--- src/rtl/cm_pkg.sv ---
// Shared types and colour constants for the signal colour pipeline.
// The palette entries for channels 2 and 3 are local choices, since only channels 0 and 1 are pinned.
package cm_pkg;

  typedef struct packed {
    logic [7:0] r;
    logic [7:0] g;
    logic [7:0] b;
  } rgb_t;

  typedef enum logic [1:0] {
    K_ANT   = 2'd0,
    K_SUGAR = 2'd1,
    K_NEST  = 2'd2,
    K_SIG   = 2'd3
  } kind_t;

  // Element [k] is channel k: ch0 green->cyan, ch1 green->amber, ch2/ch3 blue and magenta ramps.
  localparam rgb_t [3:0] PAL_LO = {24'h330033, 24'h000033, 24'h669900, 24'h669900};
  localparam rgb_t [3:0] PAL_HI = {24'hFF33CC, 24'h3366FF, 24'hFFCC33, 24'h66FFFF};

  localparam rgb_t C_ANT       = 24'h000000;
  localparam rgb_t C_SUGAR     = 24'hFFFFFF;
  localparam rgb_t C_NEST      = 24'h8B4513;
  localparam rgb_t C_ANT_BLINK = 24'hFF0000;

endpackage

--- src/rtl/cm_lerp8.sv ---
// One 8-bit colour component lerp: S2 registers LO and (HI-LO)*t, S3 registers LO + (prod >>> 8).
// Fixed colours pass through with LO == HI, so delta and prod are zero.
module cm_lerp8 (
  input  logic       clk,
  input  logic       rst,
  input  logic       en_s2,
  input  logic       en_s3,
  input  logic [7:0] lo,
  input  logic [7:0] hi,
  input  logic [7:0] t,
  output logic [7:0] c
);

  logic        [7:0]  lo_q, lo_d;
  logic signed [16:0] prod_q, prod_d;
  logic        [7:0]  c_q, c_d;
  logic signed [8:0]  delta;
  logic signed [16:0] delta_x, t_x;

  always_comb begin
    delta   = $signed({1'b0, hi}) - $signed({1'b0, lo});
    delta_x = {{8{delta[8]}}, delta};
    t_x     = {9'b0, t};
    lo_d    = en_s2 ? lo : lo_q;
    prod_d  = en_s2 ? (delta_x * t_x) : prod_q;
    // Floor of delta*t/256 never leaves [delta, 0] or [0, delta], so the sum stays in 0..255.
    c_d     = en_s3 ? 8'($signed({9'b0, lo_q}) + (prod_q >>> 8)) : c_q;
  end

  always_ff @(posedge clk) begin
    if (rst) begin
      lo_q   <= '0;
      prod_q <= '0;
      c_q    <= '0;
    end else begin
      lo_q   <= lo_d;
      prod_q <= prod_d;
      c_q    <= c_d;
    end
  end

  assign c = c_q;

endmodule

--- src/rtl/signal_color_pipe.sv ---
// Pipelined pixel colouriser: S1 classify/clamp, S2 lerp multiply, S3 add and drive VGA.
// Optional ant blinking is enabled with the CM_BLINK_EN macro.
module signal_color_pipe
  import cm_pkg::*;
#(
  parameter int N_CH       = 2,
  parameter int SIG_W      = 10,
  parameter int DISP_MIN   = 8,
  parameter int SPAN_LOG2  = 9,
  parameter int BLINK_LOG2 = 5
) (
  input  logic                    Clk,
  input  logic                    Reset,
  input  logic                    in_valid,
  input  logic                    renderAnt,
  input  logic                    renderSugar,
  input  logic                    renderNest,
  input  logic [N_CH*SIG_W-1:0]   renderSignal,
  input  logic                    frame_start,
  output logic                    out_valid,
  output logic [7:0]              VGA_R,
  output logic [7:0]              VGA_G,
  output logic [7:0]              VGA_B
);

  localparam int DISP_MAX = DISP_MIN + 2 ** SPAN_LOG2;
  localparam int SH_R     = (SPAN_LOG2 >= 8) ? SPAN_LOG2 - 8 : 0;
  localparam int SH_L     = (SPAN_LOG2 >= 8) ? 0 : 8 - SPAN_LOG2;

  kind_t              kind_q, kind_d;
  logic [1:0]         ch_q, ch_d;
  logic [7:0]         t_q, t_d;
  logic               blink_q, blink_d;
  logic               v1_q, v1_d, v2_q, v2_d, v3_q, v3_d;
  logic [SIG_W-1:0]   best_lvl;
  logic [SPAN_LOG2-1:0] span_d;
  rgb_t               lo, hi;

  // S1: channel arbitration (strict > keeps the lowest index on ties) and level clamp.
  always_comb begin
    best_lvl = renderSignal[0 +: SIG_W];
    ch_d     = 2'd0;
    for (int k = 1; k < N_CH; k++) begin
      if (renderSignal[k*SIG_W +: SIG_W] > best_lvl) begin
        best_lvl = renderSignal[k*SIG_W +: SIG_W];
        ch_d     = 2'(k);
      end
    end
    span_d = SPAN_LOG2'(32'(best_lvl) - 32'(DISP_MIN));
    if (renderAnt)        kind_d = K_ANT;
    else if (renderSugar) kind_d = K_SUGAR;
    else if (renderNest)  kind_d = K_NEST;
    else                  kind_d = K_SIG;
    if (kind_d != K_SIG || 32'(best_lvl) < 32'(DISP_MIN)) t_d = 8'd0;
    else if (32'(best_lvl) >= 32'(DISP_MAX))              t_d = 8'd255;
    else                                                  t_d = 8'((32'(span_d) >> SH_R) << SH_L);
    v1_d = in_valid;
    v2_d = v1_q;
    v3_d = v2_q;
  end

`ifdef CM_BLINK_EN
  logic [BLINK_LOG2:0] frame_cnt_q, frame_cnt_d;

  // The pixel sees the counter value before any coincident frame_start increment.
  always_comb begin
    frame_cnt_d = frame_cnt_q + (BLINK_LOG2+1)'(frame_start);
    blink_d     = frame_cnt_q[BLINK_LOG2];
  end

  always_ff @(posedge Clk) begin
    if (Reset) frame_cnt_q <= '0;
    else       frame_cnt_q <= frame_cnt_d;
  end
`else
  logic unused_blink_cfg;
  assign unused_blink_cfg = frame_start ^ (BLINK_LOG2 > 0);
  always_comb blink_d = 1'b0;
`endif

  always_ff @(posedge Clk) begin
    if (Reset) begin
      kind_q  <= K_ANT;
      ch_q    <= '0;
      t_q     <= '0;
      blink_q <= 1'b0;
      v1_q    <= 1'b0;
      v2_q    <= 1'b0;
      v3_q    <= 1'b0;
    end else begin
      kind_q  <= kind_d;
      ch_q    <= ch_d;
      t_q     <= t_d;
      blink_q <= blink_d;
      v1_q    <= v1_d;
      v2_q    <= v2_d;
      v3_q    <= v3_d;
    end
  end

  // Palette endpoints feeding S2; fixed colours use LO == HI.
  always_comb begin
    lo = PAL_LO[ch_q];
    hi = PAL_HI[ch_q];
    case (kind_q)
      K_ANT:   begin lo = blink_q ? C_ANT_BLINK : C_ANT; hi = lo; end
      K_SUGAR: begin lo = C_SUGAR; hi = lo; end
      K_NEST:  begin lo = C_NEST;  hi = lo; end
      default: ;
    endcase
  end

  cm_lerp8 u_lerp_r (.clk(Clk), .rst(Reset), .en_s2(v1_q), .en_s3(v2_q),
                     .lo(lo.r), .hi(hi.r), .t(t_q), .c(VGA_R));
  cm_lerp8 u_lerp_g (.clk(Clk), .rst(Reset), .en_s2(v1_q), .en_s3(v2_q),
                     .lo(lo.g), .hi(hi.g), .t(t_q), .c(VGA_G));
  cm_lerp8 u_lerp_b (.clk(Clk), .rst(Reset), .en_s2(v1_q), .en_s3(v2_q),
                     .lo(lo.b), .hi(hi.b), .t(t_q), .c(VGA_B));

  assign out_valid = v3_q;

endmodule

--- config.mk ---
export PLATFORM = sky130hd
export DESIGN_NAME = signal_color_pipe
export DESIGN_NICKNAME = d
export VERILOG_FILES = /design/src/rtl/cm_pkg.sv /design/src/rtl/cm_lerp8.sv /design/src/rtl/signal_color_pipe.sv
export SDC_FILE = /design/constraint.sdc
export NUM_CORES = 1
export LEC_CHECK = 0
export CORE_MARGIN = 4
export CORE_UTILIZATION = 55
export DETAILED_ROUTE_END_ITERATION = 7
export PLACE_DENSITY = 0.74
export REMOVE_ABC_BUFFERS = 1
export SLEW_MARGIN = 20
export SYNTH_ARGS = -nofsm -noshare
export SYNTH_HDL_FRONTEND = slang
export SYNTH_SLANG_ARGS = --single-unit
--- constraint.sdc ---
create_clock -name Clk -period 6 [get_ports Clk]
set_input_delay 0.9 -clock Clk [delete_from_list [all_inputs] [get_ports Clk]]
set_output_delay 0.9 -clock Clk [all_outputs]
set_load 0.05 [all_outputs]
==> run summary <==
In the post-route analysis, the smallest setup slack over all paths is 0.521 ns. Among all stages on the critical path, the largest delay is contributed by fa_1. In this run the tightest slew margin relative to its limit is 59.0%. Each instance of the synthesized netlist takes up on average 9.26 um2.

The tools report the effective utilization at floorplan as 56.9%. Proportion of total power due to net switching: 40.5%. The initial antenna violation count was 0; the number of pins with negative max-slew slack in the final report was 0.

STA puts the critical path data required time at 6.26 ns. In the routed design, unresolved DRC markers number 0. The analysis attributes to cell leakage a power of 5.63 nW. The clock slew seen by the registers of the worst setup and hold paths is 0.06 ns, and the met2 wire length is 8650 um. The logs give 17500 um2 for the placeable core region and 0 for the number of failing hold endpoints at the final stage. Number of global-route vias before repair: 7229. The number of different library cells in the post-synthesis netlist is 56. The number of vias per cell after detailed routing is 4.82, and the number of detailed-route iterations in the first pass is 4. During I/O placement, the number of pins put on the boundary was 52. Sorting the synthesized cells by area gives the leading types as fa_1, ha_1, dfxtp_1.

The number of enable flip-flop cells after synthesis came out at 0. In the final layout, flip-flops and latches occupy 1320 um2. Across the run, the number of max-cap violations was 0. Counting every instance in the synthesized netlist gives 1073.

The critical path is of the reg -> reg type. Power per cell area: 219 nW/um2. The startpoint of the lowest-slack register-to-register path was kind_q[0]$_SDFF_PP0_. Detailed routing inserted a total of 6860 vias.

Launching element type of the critical path: a flop. Endpoint kind of the worst setup timing path: a flop. Peak clock frequency supported by timing: 183 MHz. The setup-violating endpoint count in the final report is 0. Endpoint of the worst register-to-register path: u_lerp_b.prod_q[15]$_SDFFE_PP0P_. The synthesized design spends more area on one cell type than any other, namely fa_1.

Once the clock tree was built, the setup fixing pass inserted 0 buffers. The share of power burned in the clock network came out at 20.8%. Setup repair after global routing left no endpoint under its margin. The worst hold path begins at u_lerp_g.prod_q[11]$_SDFFE_PP0P_. Combinational logic burns 57.3% of the power.

The full die area is 20300 um2, and the total global routing overflow is 0. The total routing usage reported by global routing is 19.9%, and the count of nets left with antenna violations after detail routing is 0. The tools report the net switching power as 0.997 mW. Gates resized during post-CTS repair numbered 0.

Once detailed placement completed, the half-perimeter wirelength came to 15800 um. The share of the synthesized area in the top cell type was 32.4%. The number of buffers inserted by port buffering works out to 50. After detailed placement, the design holds a cell count of 1406.

The width of the die is 142 um. Traced cell by cell, the critical path runs through ha_1 -> nand2b_2 -> nor2_1 -> nand2_1 -> fa_1 -> inv_1 -> fa_1 -> inv_1 -> fa_1 -> inv_1 -> fa_1 -> ha_1 -> nor3_2 -> o31ai_1 -> a31oi_2 -> nor2b_2 -> a311oi_4 -> a21oi_2 -> or4_1 -> o211ai_1. Measured along the y axis, the die boundary spans 142 um. At the end of the flow the core is filled with cells to 64.4%. The routed wire length per instance is 12.8 um.

The sequential share of power is 21.8%, and the endpoint arrival time on the critical path is 5.74 ns. The run gives 0 as the number of warning messages in the yosys log. VDD sags by at most 0.000193 V.

Summing all multi-input logic gate instances after layout gives 7810 um2. For the final sum of negative setup slack, the log shows 0 ns. The count of cells in the finished layout, fillers not included, comes to 1422. Number of storage elements in the synthesis netlist: 66.

The share of the yosys chip area belonging to registers came out at 13.3%. The tools report the pin count of the biggest net entering global routing as 35. The worst hold path terminates at u_lerp_g.prod_q[11]$_SDFFE_PP0P_. In this run the deepest clock path goes through 2 buffers. The dominant synthesized flop cell was dfxtp_1. The count of clock tree sinks was 66. By instance count, the cell type seen most on the critical path is fa_1.

Area growth from synthesis to final layout: 13.3%. The number of cells on the worst reg-to-reg path is 20. The iteration-0 DRC count of the detailed router was 211. After detailed routing, the total wire length is 18200 um.

The net count of the finished layout came out at 1496. TritonCTS built the clock tree. For the first-pass GRT wire length, the log shows 32900 um. The cell depth of the worst hold path was 2. Counting the fill cells in the layout gives 1468. Detailed routing placed a total of 617 um of wire on met3. Internal power comes to 1.47 mW. The tools report the final setup skew as 0.00430 ns. Buffers inserted to repair hold after CTS numbered 0. Ranked by instance count, the synthesized netlist is headed by inv_1, fa_1, ha_1. The setup slack of the most critical reg-to-reg path was 0.52 ns; the total power was 2.46 mW. The tools report the clock tree root driver cell as clkbuf_16.

The tightest min-delay check is of the reg -> reg type. The largest incremental delay on the critical path was 0.58 ns; the final weighted congestion of routability-driven global placement was 0.847. The highest metal layer used by the detailed router was met4. Cells with a size suffix above 1 make up 3.59% of the layout.

Clock tree synthesis inserted a total of 9 buffers. The run gives 48 as the placement row count. The ratio of final minimum period to clock period was 91.3%.

The most used standard cell by instance count after synthesis is inv_1. The run finished with clean final reports. The peak fanout along the critical path was 6. After synthesis, the share of flip-flops with an asynchronous set or reset is 0%. The detailed router put a total of 8850 um of wire on met1.

The slew at the pin with the worst max-slew slack was 0.616 ns; the number of levels the H-tree was split into was 3. The later pin in the worst-skew pair is clocked with a latency of 0.34 ns. The run gives 9940 um2 as the cell area after synthesis.

Prior to clock tree synthesis, the placed netlist has a worst setup slack of 0.522 ns. Counting I/O delays and the setup requirement, the final critical path takes 5.48 ns. The run gives 0 as the total inserted antenna cells.
power by group through the flow:
stage | logic (mW) | registers [mW] | clock network (mW)
floorplan | 1.12 | 0.565 | 0
global placement | 1.35 | 0.545 | 0
detailed placement | 1.40 | 0.547 | 0
CTS | 1.41 | 0.538 | 0.525
global route | 1.63 | 0.544 | 0.539
finish | 1.41 | 0.537 | 0.513
sequential cells by signal, indices dropped and copies added, names as in the netlist:
register / count
u_lerp_r.lo_q: 2
out_valid: 1
t_q: 8
v2_q: 1
u_lerp_g.prod_q: 8
v1_q: 1
u_lerp_g.c: 8
u_lerp_b.prod_q: 8
u_lerp_b.lo_q: 2
kind_q: 2
ch_q: 1
u_lerp_r.prod_q: 8
u_lerp_r.c: 8
u_lerp_b.c: 8
metal layers:
layer / GRT usage (%) / up-vias
li1: - / 3469
met4: 3.15 / 0
met1: 27.7 / 3302
met2: 33.7 / 82
met3: 3.39 / 7
met5: 0 / -
stage by stage:
| step | cell area [um2] | hold WS, ns |
|---|---|---|
| after floorplan | 10100 | 0.430 |
| final | 11300 | 0.451 |
| after CTS | 11300 | 0.456 |
| after detailed placement | 11000 | 0.449 |
| after global routing | 11300 | 0.490 |
| after global placement | 11000 | 0.444 |
critical path: cells and delay by family, from the launching register on:
kind,cells,cell delay [ns]
AO/OA/AOI/OAI,5,0.98
adder cells (fa/ha/maj),6,2.46
buffers and inverters,3,0.14
flip-flops,1,0.42
AND/OR/NAND/NOR,6,1.39
how the worst max path moves through the flow:
stage                                             to  slack, ns                  from  cells past startpoint
floorplan           u_lerp_b.prod_q[15]$_SDFFE_PP0P_       0.40  kind_q[0]$_SDFF_PP0_                     20
global placement    u_lerp_b.prod_q[15]$_SDFFE_PP0P_       0.58  kind_q[0]$_SDFF_PP0_                     20
detailed placement  u_lerp_b.prod_q[15]$_SDFFE_PP0P_       0.52  kind_q[0]$_SDFF_PP0_                     20
CTS                 u_lerp_b.prod_q[15]$_SDFFE_PP0P_       0.51  kind_q[0]$_SDFF_PP0_                     20
global route        u_lerp_b.prod_q[15]$_SDFFE_PP0P_       0.09  kind_q[0]$_SDFF_PP0_                     20
finish              u_lerp_b.prod_q[15]$_SDFFE_PP0P_       0.52  kind_q[0]$_SDFF_PP0_                     20
area by class of cell:
type,count,share of cell area [%]
repair buffers,62,5.20
clock inverters,5,0.489
multi-input cells,794,69.4
well taps,225,2.50
flip-flops and latches,66,11.7
inverters,259,8.63
clock buffers,11,2.07
cells by family after synthesis:
kind of cell             after synthesis  share of synthesized area, %
XOR/XNOR                              66                          5.89
AND/OR/NAND/NOR                      234                          11.6
AO/OA/AOI/OAI                        103                          7.42
flip-flops                            66                          13.3
multiplexers                          37                          3.74
other                                  2                        0.0756
adder cells (fa/ha/maj)              277                          47.0
buffers and inverters                288                          10.9
layout by cell type, fill, tap and decap left out, drive strengths merged, types with 11 or more instances in the layout:
master / netlist / routed
ha: 116 / 116
buf: 8 / 13
a211oi: 16 / 16
clkdlybuf4s50: 0 / 49
inv: 259 / 259
o21ai: 21 / 21
xor2: 17 / 17
conb: 2 / 77
nor2b: 17 / 17
nand2: 57 / 57
a21oi: 26 / 26
nand2b: 12 / 12
and2: 44 / 44
mux2i: 36 / 36
xnor2: 49 / 49
clkbuf: 21 / 11
nor2: 69 / 69
dfxtp: 66 / 66
fa: 161 / 161
Note: power is estimated with default switching activity, not from simulation.
